`config.mk`:
```
export PLATFORM = sky130hd
export DESIGN_NAME = key_debounce_array
export DESIGN_NICKNAME = d
export VERILOG_FILES = /design/src/rtl/key_pkg.sv /design/src/rtl/key_channel.sv /design/src/rtl/key_debounce_array.sv
export SDC_FILE = /design/constraint.sdc
export NUM_CORES = 1
export LEC_CHECK = 0
export CORE_ASPECT_RATIO = 0.6
export CORE_UTILIZATION = 57
export DETAILED_ROUTE_END_ITERATION = 8
export GPL_ROUTABILITY_DRIVEN = 0
export PLACE_DENSITY = 0.74
export SLEW_MARGIN = 20
export SYNTH_ARGS = -nofsm -noshare
export SYNTH_HDL_FRONTEND = slang
export SYNTH_HIERARCHICAL = 1
export SYNTH_SLANG_ARGS = --single-unit
```
`constraint.sdc`:
```
create_clock -name sys_clk -period 2 [get_ports sys_clk]
set_input_delay 0.2 -clock sys_clk [delete_from_list [all_inputs] [get_ports sys_clk]]
set_output_delay 0.2 -clock sys_clk [all_outputs]
set_load 0.02 [all_outputs]
```
`src/rtl/key_pkg.sv`:
```
// Shared types and default timing constants for the multi-key debouncer.
// Values assume a 50 MHz sys_clk.
package key_pkg;

    typedef enum logic [1:0] {
        IDLE       = 2'd0,
        PRESS_DB   = 2'd1,
        HELD       = 2'd2,
        RELEASE_DB = 2'd3
    } key_fsm_e;

    localparam int KEY_DB_20MS_50M   = 32'd1_000_000;
    localparam int KEY_LONG_1S_50M   = 32'd50_000_000;
    localparam int KEY_REP_100MS_50M = 32'd5_000_000;

endpackage

```
`src/rtl/key_channel.sv`:
```
// One key channel: two-flop synchroniser, press/release debounce FSM and
// hold counter driving single-cycle press/release/long/repeat pulses.
module key_channel
    import key_pkg::*;
#(
    parameter int CNT_W        = 26,
    parameter int DEBOUNCE_CNT = KEY_DB_20MS_50M,
    parameter int LONG_CNT     = KEY_LONG_1S_50M,
    parameter int REPEAT_CNT   = KEY_REP_100MS_50M,
    parameter int REPEAT_EN    = 1,
    parameter int ACTIVE_LOW   = 1
) (
    input  logic sys_clk,
    input  logic sys_rst_n,
    input  logic key_in,
    output logic key_state,
    output logic press_flag,
    output logic release_flag,
    output logic long_flag,
    output logic repeat_flag
);

    localparam logic             REL_LVL   = (ACTIVE_LOW != 0) ? 1'b1 : 1'b0;
    localparam logic [CNT_W-1:0] DB_LAST   = CNT_W'(DEBOUNCE_CNT - 1);
    localparam logic [CNT_W-1:0] LONG_LAST = CNT_W'(LONG_CNT - 1);
    localparam logic [CNT_W-1:0] REP_LAST  = CNT_W'(REPEAT_CNT - 1);
    localparam logic [CNT_W-1:0] CNT_ZERO  = {CNT_W{1'b0}};
    localparam logic [CNT_W-1:0] CNT_ONE   = {{(CNT_W-1){1'b0}}, 1'b1};
    localparam logic             REP_ON    = (REPEAT_EN != 0) ? 1'b1 : 1'b0;

    logic [1:0]       sync_r;
    logic             k_s;
    key_fsm_e         state_r, state_nxt_s;
    logic [CNT_W-1:0] db_cnt_r, db_cnt_nxt_s;
    logic [CNT_W-1:0] hold_cnt_r, hold_cnt_nxt_s;
    logic             long_done_r, long_done_nxt_s;
    logic             key_state_r, key_state_nxt_s;
    logic             press_nxt_s, release_nxt_s, long_nxt_s, repeat_nxt_s;
    logic             press_r, release_r, long_r, repeat_r;

    // Synchroniser resets to the released level so reset never looks like a press.
    always_ff @(posedge sys_clk or negedge sys_rst_n) begin
        if (!sys_rst_n) begin
            sync_r <= {REL_LVL, REL_LVL};
        end else begin
            sync_r <= {sync_r[0], key_in};
        end
    end

    assign k_s = sync_r[1] ^ REL_LVL;

    // Next-state, counter and flag decode for the debounce FSM.
    always_comb begin
        state_nxt_s     = state_r;
        db_cnt_nxt_s    = db_cnt_r;
        hold_cnt_nxt_s  = hold_cnt_r;
        long_done_nxt_s = long_done_r;
        key_state_nxt_s = key_state_r;
        press_nxt_s     = 1'b0;
        release_nxt_s   = 1'b0;
        long_nxt_s      = 1'b0;
        repeat_nxt_s    = 1'b0;
        case (state_r)
            IDLE: begin
                key_state_nxt_s = 1'b0;
                if (k_s) begin
                    state_nxt_s  = PRESS_DB;
                    db_cnt_nxt_s = CNT_ZERO;
                end else begin
                    state_nxt_s = IDLE;
                end
            end
            PRESS_DB: begin
                if (!k_s) begin
                    state_nxt_s = IDLE;
                end else if (db_cnt_r == DB_LAST) begin
                    state_nxt_s     = HELD;
                    press_nxt_s     = 1'b1;
                    key_state_nxt_s = 1'b1;
                    hold_cnt_nxt_s  = CNT_ZERO;
                    long_done_nxt_s = 1'b0;
                end else begin
                    db_cnt_nxt_s = db_cnt_r + CNT_ONE;
                end
            end
            HELD: begin
                if (!k_s) begin
                    state_nxt_s  = RELEASE_DB;
                    db_cnt_nxt_s = CNT_ZERO;
                end else if (!long_done_r && (hold_cnt_r == LONG_LAST)) begin
                    long_nxt_s      = 1'b1;
                    long_done_nxt_s = 1'b1;
                    hold_cnt_nxt_s  = CNT_ZERO;
                end else if (long_done_r && (hold_cnt_r == REP_LAST)) begin
                    // Without repeat the counter parks at its terminal count.
                    repeat_nxt_s   = REP_ON;
                    hold_cnt_nxt_s = REP_ON ? CNT_ZERO : hold_cnt_r;
                end else begin
                    hold_cnt_nxt_s = hold_cnt_r + CNT_ONE;
                end
            end
            RELEASE_DB: begin
                if (k_s) begin
                    state_nxt_s = HELD;
                end else if (db_cnt_r == DB_LAST) begin
                    state_nxt_s     = IDLE;
                    release_nxt_s   = 1'b1;
                    key_state_nxt_s = 1'b0;
                end else begin
                    db_cnt_nxt_s = db_cnt_r + CNT_ONE;
                end
            end
            default: begin
                state_nxt_s     = IDLE;
                db_cnt_nxt_s    = CNT_ZERO;
                hold_cnt_nxt_s  = CNT_ZERO;
                long_done_nxt_s = 1'b0;
                key_state_nxt_s = 1'b0;
            end
        endcase
    end

    // FSM state, counters and registered outputs.
    always_ff @(posedge sys_clk or negedge sys_rst_n) begin
        if (!sys_rst_n) begin
            state_r     <= IDLE;
            db_cnt_r    <= CNT_ZERO;
            hold_cnt_r  <= CNT_ZERO;
            long_done_r <= 1'b0;
            key_state_r <= 1'b0;
            press_r     <= 1'b0;
            release_r   <= 1'b0;
            long_r      <= 1'b0;
            repeat_r    <= 1'b0;
        end else begin
            state_r     <= state_nxt_s;
            db_cnt_r    <= db_cnt_nxt_s;
            hold_cnt_r  <= hold_cnt_nxt_s;
            long_done_r <= long_done_nxt_s;
            key_state_r <= key_state_nxt_s;
            press_r     <= press_nxt_s;
            release_r   <= release_nxt_s;
            long_r      <= long_nxt_s;
            repeat_r    <= repeat_nxt_s;
        end
    end

    assign key_state    = key_state_r;
    assign press_flag   = press_r;
    assign release_flag = release_r;
    assign long_flag    = long_r;
    assign repeat_flag  = repeat_r;

endmodule

```
`src/rtl/key_debounce_array.sv`:
```
// NUM_KEYS independent debounced key channels; the top only slices buses
// and rejects unusable timing parameters at elaboration.
module key_debounce_array
    import key_pkg::*;
#(
    parameter int NUM_KEYS     = 4,
    parameter int CNT_W        = 26,
    parameter int DEBOUNCE_CNT = KEY_DB_20MS_50M,
    parameter int LONG_CNT     = KEY_LONG_1S_50M,
    parameter int REPEAT_CNT   = KEY_REP_100MS_50M,
    parameter int REPEAT_EN    = 1,
    parameter int ACTIVE_LOW   = 1
) (
    input  logic                sys_clk,
    input  logic                sys_rst_n,
    input  logic [NUM_KEYS-1:0] key_in,
    output logic [NUM_KEYS-1:0] key_state,
    output logic [NUM_KEYS-1:0] press_flag,
    output logic [NUM_KEYS-1:0] release_flag,
    output logic [NUM_KEYS-1:0] long_flag,
    output logic [NUM_KEYS-1:0] repeat_flag
);

    localparam longint CNT_LIMIT = 64'd1 << CNT_W;

    if (NUM_KEYS < 1) begin : g_bad_num_keys
        $fatal(1, "key_debounce_array: NUM_KEYS must be >= 1");
    end
    if (DEBOUNCE_CNT < 2 || LONG_CNT < 2 || REPEAT_CNT < 2) begin : g_bad_min
        $fatal(1, "key_debounce_array: DEBOUNCE_CNT, LONG_CNT, REPEAT_CNT must be >= 2");
    end
    if (longint'(DEBOUNCE_CNT) >= CNT_LIMIT || longint'(LONG_CNT) >= CNT_LIMIT ||
        longint'(REPEAT_CNT) >= CNT_LIMIT) begin : g_bad_width
        $fatal(1, "key_debounce_array: counts must fit in CNT_W bits");
    end

    for (genvar i = 0; i < NUM_KEYS; i++) begin : g_ch
        key_channel #(
            .CNT_W        (CNT_W),
            .DEBOUNCE_CNT (DEBOUNCE_CNT),
            .LONG_CNT     (LONG_CNT),
            .REPEAT_CNT   (REPEAT_CNT),
            .REPEAT_EN    (REPEAT_EN),
            .ACTIVE_LOW   (ACTIVE_LOW)
        ) u_ch (
            .sys_clk      (sys_clk),
            .sys_rst_n    (sys_rst_n),
            .key_in       (key_in[i]),
            .key_state    (key_state[i]),
            .press_flag   (press_flag[i]),
            .release_flag (release_flag[i]),
            .long_flag    (long_flag[i]),
            .repeat_flag  (repeat_flag[i])
        );
    end

endmodule

```
==> results of run 1 <==
-- stage by stage --
stage / area (sq um) / setup slack, ns / util
finish: 18600 / -0.0235 / 0.759
global route: 18600 / -0.103 / 0.759
CTS: 17900 / -0.0131 / 0.732
detailed placement: 16700 / -0.0831 / 0.684
global placement: 16700 / -0.0371 / 0.684
floorplan: 14500 / -0.0121 / -
-- final cells by class --
| cell class | instances | area share |
|---|---|---|
| Tap cell | 322 | 0.0217 |
| Multi-Input combinational cell | 1192 | 0.448 |
| Sequential cell | 248 | 0.335 |
| Clock inverter | 12 | 0.0105 |
| Timing Repair Buffer | 308 | 0.138 |
| Inverter | 41 | 0.00828 |
| Clock buffer | 34 | 0.0382 |
-- registers in the layout, indices dropped and copies added, names as in the netlist, named ones only --
name                    cells
g_ch.u_ch/sync_r            8
g_ch.u_ch/db_cnt_r        104
g_ch.u_ch/repeat_flag       4
g_ch.u_ch/long_flag         4
g_ch.u_ch/state_r           4
g_ch.u_ch/press_flag        4
g_ch.u_ch/hold_cnt_r      104
g_ch.u_ch/key_state         4
g_ch.u_ch/release_flag      4
g_ch.u_ch/long_done_r       4
-- critical path, delay by kind of cell (launching register included) --
family	cells	cell delay [ns]
buf+inv	2	0.28
compound gates	1	0.17
simple gates	2	0.72
flops	1	0.40
mux	1	0.34
-- power breakdown --
group          total [mW]  switching, mW  internal, mW
registers            5.13         0.0540          5.08
logic               0.503          0.314         0.189
clock network        5.19           2.05          3.14
total                10.8           2.42          8.40
-- cell families after synthesis --
kind of cell / Yosys count / synth area share
AO/OA/AOI/OAI: 368 / 0.179
buffers and inverters: 150 / 0.0445
flip-flops: 248 / 0.431
adder cells (fa/ha/maj): 12 / 0.0104
XOR/XNOR: 49 / 0.0334
AND/OR/NAND/NOR: 748 / 0.293
multiplexers: 12 / 0.00901
-- worst paths after layout --
kind                                                 from                   endpoint  cells past startpoint
worst min-delay path                            key_in[3]     g_ch[3].u_ch/sync_r[0]                      1
worst max-delay path            g_ch[2].u_ch/db_cnt_r[23]   g_ch[2].u_ch/db_cnt_r[0]                      6
worst max register to register  g_ch[2].u_ch/db_cnt_r[23]   g_ch[2].u_ch/db_cnt_r[0]                      6
min in group asynchronous                       sys_rst_n  g_ch[0].u_ch/db_cnt_r[15]                      2
max in group asynchronous                       sys_rst_n     g_ch[2].u_ch/sync_r[1]                      3
worst min register to register     g_ch[1].u_ch/sync_r[0]     g_ch[1].u_ch/sync_r[1]                      0
-- metal layers --
metal	GRT usage	vias up	wire length (um)
met4	0.0566	0	650
met3	0.0796	65	4770
met5	0	-	0
li1	-	6506	-
met2	0.445	805	18000
met1	0.516	7044	19900
-- layout by cell type (no fill, tap or decap), types with 12 or more instances in the layout --
cell type | synthesis | layout
nand2b_1 | 20 | 20
clkbuf_16 | 0 | 25
nor4_1 | 42 | 32
dfrtp_2 | 0 | 16
clkdlybuf4s50_1 | 0 | 24
nand3_1 | 74 | 70
o21ai_1 | 18 | 19
nor2_1 | 110 | 106
nor3_1 | 51 | 49
a31oi_1 | 44 | 35
a21oi_1 | 53 | 47
buf_4 | 5 | 258
inv_1 | 41 | 41
xnor2_1 | 41 | 40
dfrtp_1 | 240 | 224
buf_6 | 3 | 12
nand4_1 | 66 | 66
a31oi_4 | 0 | 13
a41oi_1 | 18 | 13
a22oi_1 | 38 | 34
o211ai_1 | 18 | 18
o21ai_0 | 41 | 40
and3_1 | 39 | 33
a41o_1 | 12 | 12
or4_1 | 35 | 26
nand2_1 | 157 | 155
o31ai_1 | 47 | 47
and2_1 | 31 | 29
and4_1 | 30 | 24
or3_1 | 12 | 12
or4_4 | 3 | 12
-- repair_timing --
action                                  CTS  global route
hold endpoints to repair                100             0
endpoints found under the setup margin   84           157
resized for setup                        31           127
cloned                                    3             0
hold buffers                              1             0
pin swaps                                13            45
setup buffers                             9            15
==> metrics.csv, run 1 <==
metric;value;unit
result of the run;complete, but fails checks;
violated checks;setup timing;
RSZ-0062 raised after global routing;true;
maximum level of the CTS H-tree;1;
Leakage;7.75;nW
data arrival time of the worst path;2.45;ns
worst setup slack for register-to-register paths;-0.02;ns
remaining global-route overflow;0;
ys flop type;dfrtp_1;
detailed-router iteration count before antenna repair;5;
Sequential Area;0.00624;sq mm
worst-case headroom to the max-slew limit;0.579;
Die W;207;um
I/O Pins;26;
Pwr per Cell Area;582;mW/mm^2
clock tree from TritonCTS;done;
non-filler instance count after layout;2157;
remaining antenna violation count;0;
dpl hpwl;29.2;mm
via count normalized by instance count;6.69;
Clock Skews;0.00944;ns
kind of critical path;reg -> reg;
final-layout worst hold slack;0.0620;ns
share of the yosys chip area belonging to registers;0.431;
worst min-delay path category;in -> reg;
overall via count from detail_route;14400;
largest fanout on the critical path;8;
detailed-route DRC error count;0;
area of the mapped netlist;0.0144;sq mm
final net count;1834;
Synth top area share;0.416;
Net Count, Synth;1605;
f_max;494;MHz
max-slew violations;0;
total setup violations reported at the end of the flow;4;
multi-input gate area in the final layout;0.00833;sq mm
Peak VDD IR;0.517;mV
Initial Utilization;0.589;
clock latency on the worst-skew pair;0.54;ns
WP data required;2.42;ns
post-synthesis register bit count;248;
global routing usage summed across all routing layers;0.325;
most frequently used cell type in the post-synthesis netlist;dfrtp_1;
routed len/inst;20.1;um
sum of negative setup slack;-0.0787;ns
final hold viol count;0;
Least-Margin Pin Slew;0.631;ns
number of diodes added for antenna fixing;0;
antenna violations before repair;0;
FFs w/ async S/R, synth;1.00;
I/O Buffers;25;
average cell area after synthesis;9.10;sq um
CTS max path bufs;3;
Final period util;1.01;
synth-to-layout area growth;28.8;%
reported max-cap violation count;0;
total core area;0.0245;sq mm
top post-synthesis cells by count;dfrtp_1, nand2_1, nor2_1;
Post-synth EDFFs;0;
wire length of the first global-routing pass;68.8;mm
Netlist cell types;71;
detailed router's first-iteration violation count;1708;
CP max stage delay;0.53;ns
critical path, cell by cell;or4_4 > buf_6 > nor3_4 > buf_12 > a31oi_4 > mux2_4;
ranking of synthesized cells by area;dfrtp_1, nand2_1, nand4_1, nor2_1, nand3_1;
number of sinks driven by the clock tree;248;
number of fillers in the final layout;1608;
share of final-layout standard cells stronger than drive strength 1;0.278;
final worst slack;-0.0235;ns
dominant cell type by area after synthesis;dfrtp_1;
Root Buffer Master;clkbuf_16;
cell count after synthesis;1587;
die height;125;um
Tmin final;2.02;ns
row count;44;
nature of the critical path endpoint;flip-flop;
clock slew at reported path FFs;0.06;ns
YS warnings;6;
DIE AREA;0.0260;sq mm
overall power consumption;10.8;mW
number of placed cells counting well taps;2085;
kind of launch point of the worst setup path;flip-flop;
Inserted Clock Buffers;25;
total detailed-routing wirelength;43.3;mm
slowest library cell on the worst path;or4_4;
vias in the first global route;13100;
largest net degree at the start of global routing;56;
Power figures use the tool's default switching activity.
==> inputs of run 2 (changes only) <==
PLACE_DENSITY = 0.77   (was 0.74)
==> run 2 against run 1 <==
  * The run still ends with setup timing left
  * Power fell by 0.69%
  * Worst hold slack worse by 0.012 ns
  * Core utilization fell by 1.3 points
  * Wire length down 6.0%
  * Sequential cell count stayed put
  * Global-route usage is 2.4 points lower
  * Via count fell by 2.6%
  * Largest cell class unchanged
  * Critical path depth is 1 higher
  * Sequential share of layout area is 0.55 points higher
  * Highest routed layer unchanged
  * Combinational power is 5.6% lower
==> metrics.csv, run 2 (synthesis results as in run 1) <==
metric;value;unit
met2 Resource Use GR;0.448;
overall via count from detail_route;14000;
CTS max path bufs;3;
DIE AREA;0.0260;sq mm
number of sinks driven by the clock tree;248;
global routing usage summed across all routing layers;0.301;
Inserted Clock Buffers;25;
result of the run;complete, but fails checks;
via count normalized by instance count;6.59;
data arrival time of the worst path;2.48;ns
WP data required;2.42;ns
dpl cell area;0.0164;sq mm
detailed-route DRC error count;0;
final-layout worst hold slack;0.0499;ns
largest delay contributor family on the critical path;simple AND/OR/NAND/NOR gates;
dpl hpwl;26.7;mm
kind of critical path;reg -> reg;
CP max stage delay;0.57;ns
synth-to-layout area growth;26.5;%
total setup violations reported at the end of the flow;13;
Clock Skews;0.0242;ns
worst-case headroom to the max-slew limit;0.585;
remaining antenna violation count;0;
clock slew at reported path FFs;0.06;ns
Worst Path Buf+Inv;3;
global routing's busiest layer;met1;
routed len/inst;19.1;um
Final period util;1.03;
Die W;207;um
Tmin final;2.06;ns
violated checks;setup timing;
die height;125;um
most frequent cells in the layout;buf_4, dfrtp_1, nand2_1;
I/O Buffers;25;
most common cell after layout, fill and taps aside;buf_4;
final hold viol count;0;
clock tree from TritonCTS;done;
f_max;486;MHz
share of final-layout standard cells stronger than drive strength 1;0.267;
Leakage;7.62;nW
worst slack, placed;-0.136;ns
most used cell along the critical path;buf_6;
Layout Cell Area excl Fill;0.0183;sq mm
antenna violations before repair;0;
met1 Track Usage GR;0.459;
largest registers ranked by flip-flop count;g_ch.u_ch/db_cnt_r (104), g_ch.u_ch/hold_cnt_r (104), g_ch.u_ch/sync_r (8);
detailed router's first-iteration violation count;1513;
total core area;0.0245;sq mm
critical path, cell by cell;or4b_4 > nor3_4 > buf_6 > a31oi_4 > buf_6 > buf_6 > a31o_1;
number of diodes added for antenna fixing;0;
vias in the first global route;13100;
I/O Pins;26;
reported max-cap violation count;0;
kind of launch point of the worst setup path;flip-flop;
largest fanout on the critical path;7;
maximum level of the CTS H-tree;1;
Least-Margin Pin Slew;0.623;ns
worst min-delay path category;in -> reg;
clock latency on the worst-skew pair;0.55;ns
Root Buffer Master;clkbuf_16;
Initial Utilization;0.589;
Pwr per Cell Area;588;mW/mm^2
final worst slack;-0.0581;ns
final net count;1810;
max-slew violations;0;
wire length of the first global-routing pass;65.5;mm
nature of the critical path endpoint;flip-flop;
met3 track demand over resource;0.0452;
Peak VDD IR;0.689;mV
RSZ-0062 raised after global routing;true;
slowest library cell on the worst path;or4b_4;
remaining global-route overflow;0;
detailed-router iteration count before antenna repair;6;
total detailed-routing wirelength;40.8;mm
row count;44;
largest net degree at the start of global routing;51;
-- run 2: cell types whose count changed in the layout (fill, tap and decap cells not counted), sizes merged --
cell and delta:
a31oi -1, buf -23, clkbuf -2, clkinv +2
clkinvlp -1, inv -1
-- run 2: layout make-up --
cell class	count	area, sq um
inverters	41	154
repair buffers	285	2380
fillers	1672	6230
flip-flops and latches	248	6230
multi-input cells	1191	8210
clock buffers	32	682
clock inverters	12	204
well taps	322	403
-- run 2: what timing repair did --
item / CTS / global route
setup endpoints to repair: 78 / 164
setup buffers: 10 / 28
gates resized for setup: 25 / 121
pin swaps: 7 / 40
cloned: 1 / 1
hold buffers: 1 / 0
hold endpoints to repair: 196 / 0
-- run 2: final timing paths --
kind / start / to / depth (start not counted) / slack (ns)
worst min register to register: g_ch[2].u_ch/sync_r[0] / g_ch[2].u_ch/sync_r[1] / 0 / 0.36
max in group asynchronous: sys_rst_n / g_ch[2].u_ch/hold_cnt_r[4] / 3 / 1.13
min in group asynchronous: sys_rst_n / g_ch[0].u_ch/db_cnt_r[3] / 2 / 0.16
worst max register to register: g_ch[0].u_ch/db_cnt_r[22] / g_ch[0].u_ch/db_cnt_r[2] / 7 / -0.06
worst max-delay path: g_ch[0].u_ch/db_cnt_r[22] / g_ch[0].u_ch/db_cnt_r[2] / 7 / -0.06
worst min-delay path: key_in[1] / g_ch[1].u_ch/sync_r[0] / 1 / 0.05
-- run 2: metrics by stage --
stage / TNS (ns) / power (mW) / utilization / std cells
detailed placement: -2.38 / 5.66 / 0.671 / 2046
CTS: -0.127 / 10.8 / 0.715 / 2102
global placement: -0.321 / 5.63 / 0.671 / 2046
finish: -0.260 / 10.7 / 0.746 / 2131
floorplan: -0.0121 / 5.40 / - / 1587
global route: -1.54 / 11.1 / 0.746 / 2131
-- run 2: power by group --
part / internal (mW) / switching (mW) / leakage, nW
combinational: 0.180 / 0.296 / 3.77
sequential: 5.07 / 0.0569 / 3.41
clock: 3.06 / 2.07 / 0.436
total: 8.32 / 2.43 / 7.62
-- run 2: routing by layer --
layer / routed length, um / up-vias
met1: 18600 / 6847
met4: 878 / 0
met3: 3110 / 82
met2: 18100 / 661
li1: - / 6454
met5: 0 / -
==> inputs of run 3 (changes only) <==
ABC_CLOCK_PERIOD_IN_PS = 2000   (was not set)
CELL_PAD_IN_SITES_DETAIL_PLACEMENT = 0   (was not set)
CELL_PAD_IN_SITES_GLOBAL_PLACEMENT = 1   (was not set)
CORE_UTILIZATION = 45   (was 57)
PLACE_DENSITY = not set   (was 0.77)
PLACE_DENSITY_LB_ADDON = 0.1   (was not set)
==> run 3 against run 2 <==
  * The flow still finishes with violations (setup timing)
  * First-iteration DRC count decreased by 17%
  * Global-route usage down 5.4 points
  * Die area is 26% higher
  * Core utilization fell by 15 points
  * Wire length up 1.5%
  * Critical path type unchanged
  * Largest cell class unchanged
==> metrics.csv, run 3 (synthesis results as in run 1) <==
metric;value;unit
result of the run;complete, but fails checks;
violated checks;setup timing;
Root Buffer Master;clkbuf_16;
critical path, cell by cell;ha_2 > and3_4 > and4_1 > buf_4 > a31oi_2 > mux2_2;
Inserted Clock Buffers;26;
I/O Buffers;25;
wire length of the first global-routing pass;66.6;mm
synth-to-layout area growth;30.4;%
number of fillers in the final layout;2635;
total detailed-routing wirelength;41.4;mm
Initial Utilization;0.461;
detailed-router iteration count before antenna repair;5;
Leakage;7.86;nW
Routed met1 length;21.8;mm
Sequential Area;0.00623;sq mm
Clock Skews;0.0115;ns
Least-Margin Pin Slew;0.646;ns
most frequent cells in the layout;buf_4, dfrtp_1, nand2_1;
dpl hpwl;28.2;mm
largest fanout on the critical path;8;
CP max stage delay;0.39;ns
die height;141;um
final core utilization;0.601;
CTS max path bufs;3;
reported max-cap violation count;0;
remaining global-route overflow;0;
detailed route wirelength on metal2;16.6;mm
share of final-layout standard cells stronger than drive strength 1;0.280;
data arrival time of the worst path;2.48;ns
detailed-routed wire length on met3;2.46;mm
worst min-delay path category;in -> reg;
Max Used Layer;met4;
Peak VDD IR;0.560;mV
maximum level of the CTS H-tree;1;
kind of critical path;reg -> reg;
clock slew at reported path FFs;0.06;ns
largest registers ranked by flip-flop count;g_ch.u_ch/db_cnt_r (104), g_ch.u_ch/hold_cnt_r (104), g_ch.u_ch/sync_r (8);
Tmin final;2.05;ns
worst-case headroom to the max-slew limit;0.570;
row count;50;
detailed-route DRC error count;0;
WP data required;2.43;ns
largest net degree at the start of global routing;72;
overall via count from detail_route;13700;
number of diodes added for antenna fixing;0;
I/O Pins;26;
kind of launch point of the worst setup path;flip-flop;
via count normalized by instance count;6.01;
DIE AREA;0.0328;sq mm
total core area;0.0313;sq mm
Pwr per Cell Area;562;mW/mm^2
sum of negative setup slack;-0.0920;ns
routed len/inst;18.2;um
Die W;233;um
RSZ-0062 raised after global routing;true;
final worst slack;-0.0466;ns
antenna violations before repair;0;
number of sinks driven by the clock tree;248;
clock latency on the worst-skew pair;0.55;ns
multi-input gate area in the final layout;0.00828;sq mm
global routing usage summed across all routing layers;0.247;
Final period util;1.02;
nature of the critical path endpoint;flip-flop;
max-slew violations;0;
clock tree from TritonCTS;done;
slowest library cell on the worst path;dfrtp_1;
remaining antenna violation count;0;
total setup violations reported at the end of the flow;4;
f_max;489;MHz
vias in the first global route;12600;
most common cell after layout, fill and taps aside;buf_4;
detailed router's first-iteration violation count;1257;
final hold viol count;0;
final net count;1856;
-- run 3: changes by cell type in the layout (fill, tap and decap cells not counted), moves of 4 or more --
cell / delta
a31oi_1: +4
a31oi_2: -7
a31oi_4: +4
buf_4: +36
buf_12: +5
bufinv_16: -4
dfrtp_1: -6
dfrtp_2: +6
clkbuf_1: +4
-- run 3: critical path: cells and delay by family (launching register included) --
| family | cells | cell delay (ns) |
|---|---|---|
| simple gates | 2 | 0.40 |
| flops | 1 | 0.39 |
| compound gates | 1 | 0.38 |
| mux | 1 | 0.38 |
| fa+ha+maj | 1 | 0.20 |
| buf+inv | 1 | 0.19 |
-- run 3: what timing repair did --
item,in CTS,in global routing
setup endpoints to repair,103,155
hold endpoints to repair,58,0
hold buffers,1,0
pin swaps,7,39
buffers inserted,2,18
gates resized for setup,29,122
cloned,1,3
-- run 3: worst paths after layout --
kind,cells past startpoint,slack (ns),to,from
max,6,-0.05,g_ch[3].u_ch/db_cnt_r[0],g_ch[3].u_ch/db_cnt_r[1]
min,1,0.06,g_ch[0].u_ch/sync_r[0],key_in[0]
max reg2reg,6,-0.05,g_ch[3].u_ch/db_cnt_r[0],g_ch[3].u_ch/db_cnt_r[1]
min reg2reg,0,0.35,g_ch[1].u_ch/sync_r[1],g_ch[1].u_ch/sync_r[0]
max in group asynchronous,3,1.08,g_ch[3].u_ch/sync_r[1],sys_rst_n
min in group asynchronous,2,0.21,g_ch[0].u_ch/db_cnt_r[16],sys_rst_n
-- run 3: cell type report --
cell class | count | share of cell area
sequential | 248 | 0.331
clock buffer | 41 | 0.0419
clock inverter | 7 | 0.00319
tap | 416 | 0.0277
inverter | 41 | 0.00818
timing repair buffer | 329 | 0.148
multi-input combinational | 1192 | 0.440
-- run 3: routing by layer --
layer | vias to the layer above | track usage
met1 | 6677 | 0.409
li1 | 6558 | -
met2 | 388 | 0.333
met4 | 0 | 0.0416
met5 | - | 0
met3 | 39 | 0.0372
-- run 3: through the flow --
step / setup WS (ns) / total power [mW] / hold slack, ns / area, sq um / std cells
2_1_floorplan: -0.0121 / 5.40 / -0.0956 / 14500 / 1587
3_3_place_gp: -0.0720 / 5.69 / 0.233 / 17100 / 2202
3_5_place_dp: -0.0800 / 5.70 / 0.224 / 17100 / 2202
4_1_cts: -0.0352 / 10.7 / 0.0307 / 18100 / 2254
5_1_grt: -0.120 / 11.0 / 0.0415 / 18800 / 2274
6_report: -0.0466 / 10.6 / 0.0559 / 18800 / 2274
-- run 3: where the power goes --
part           internal [mW]  leakage (nW)  switching [mW]
registers               5.08          3.40          0.0519
clock network           2.82         0.423            2.10
logic                  0.206          4.04           0.312
total                   8.10          7.86            2.47
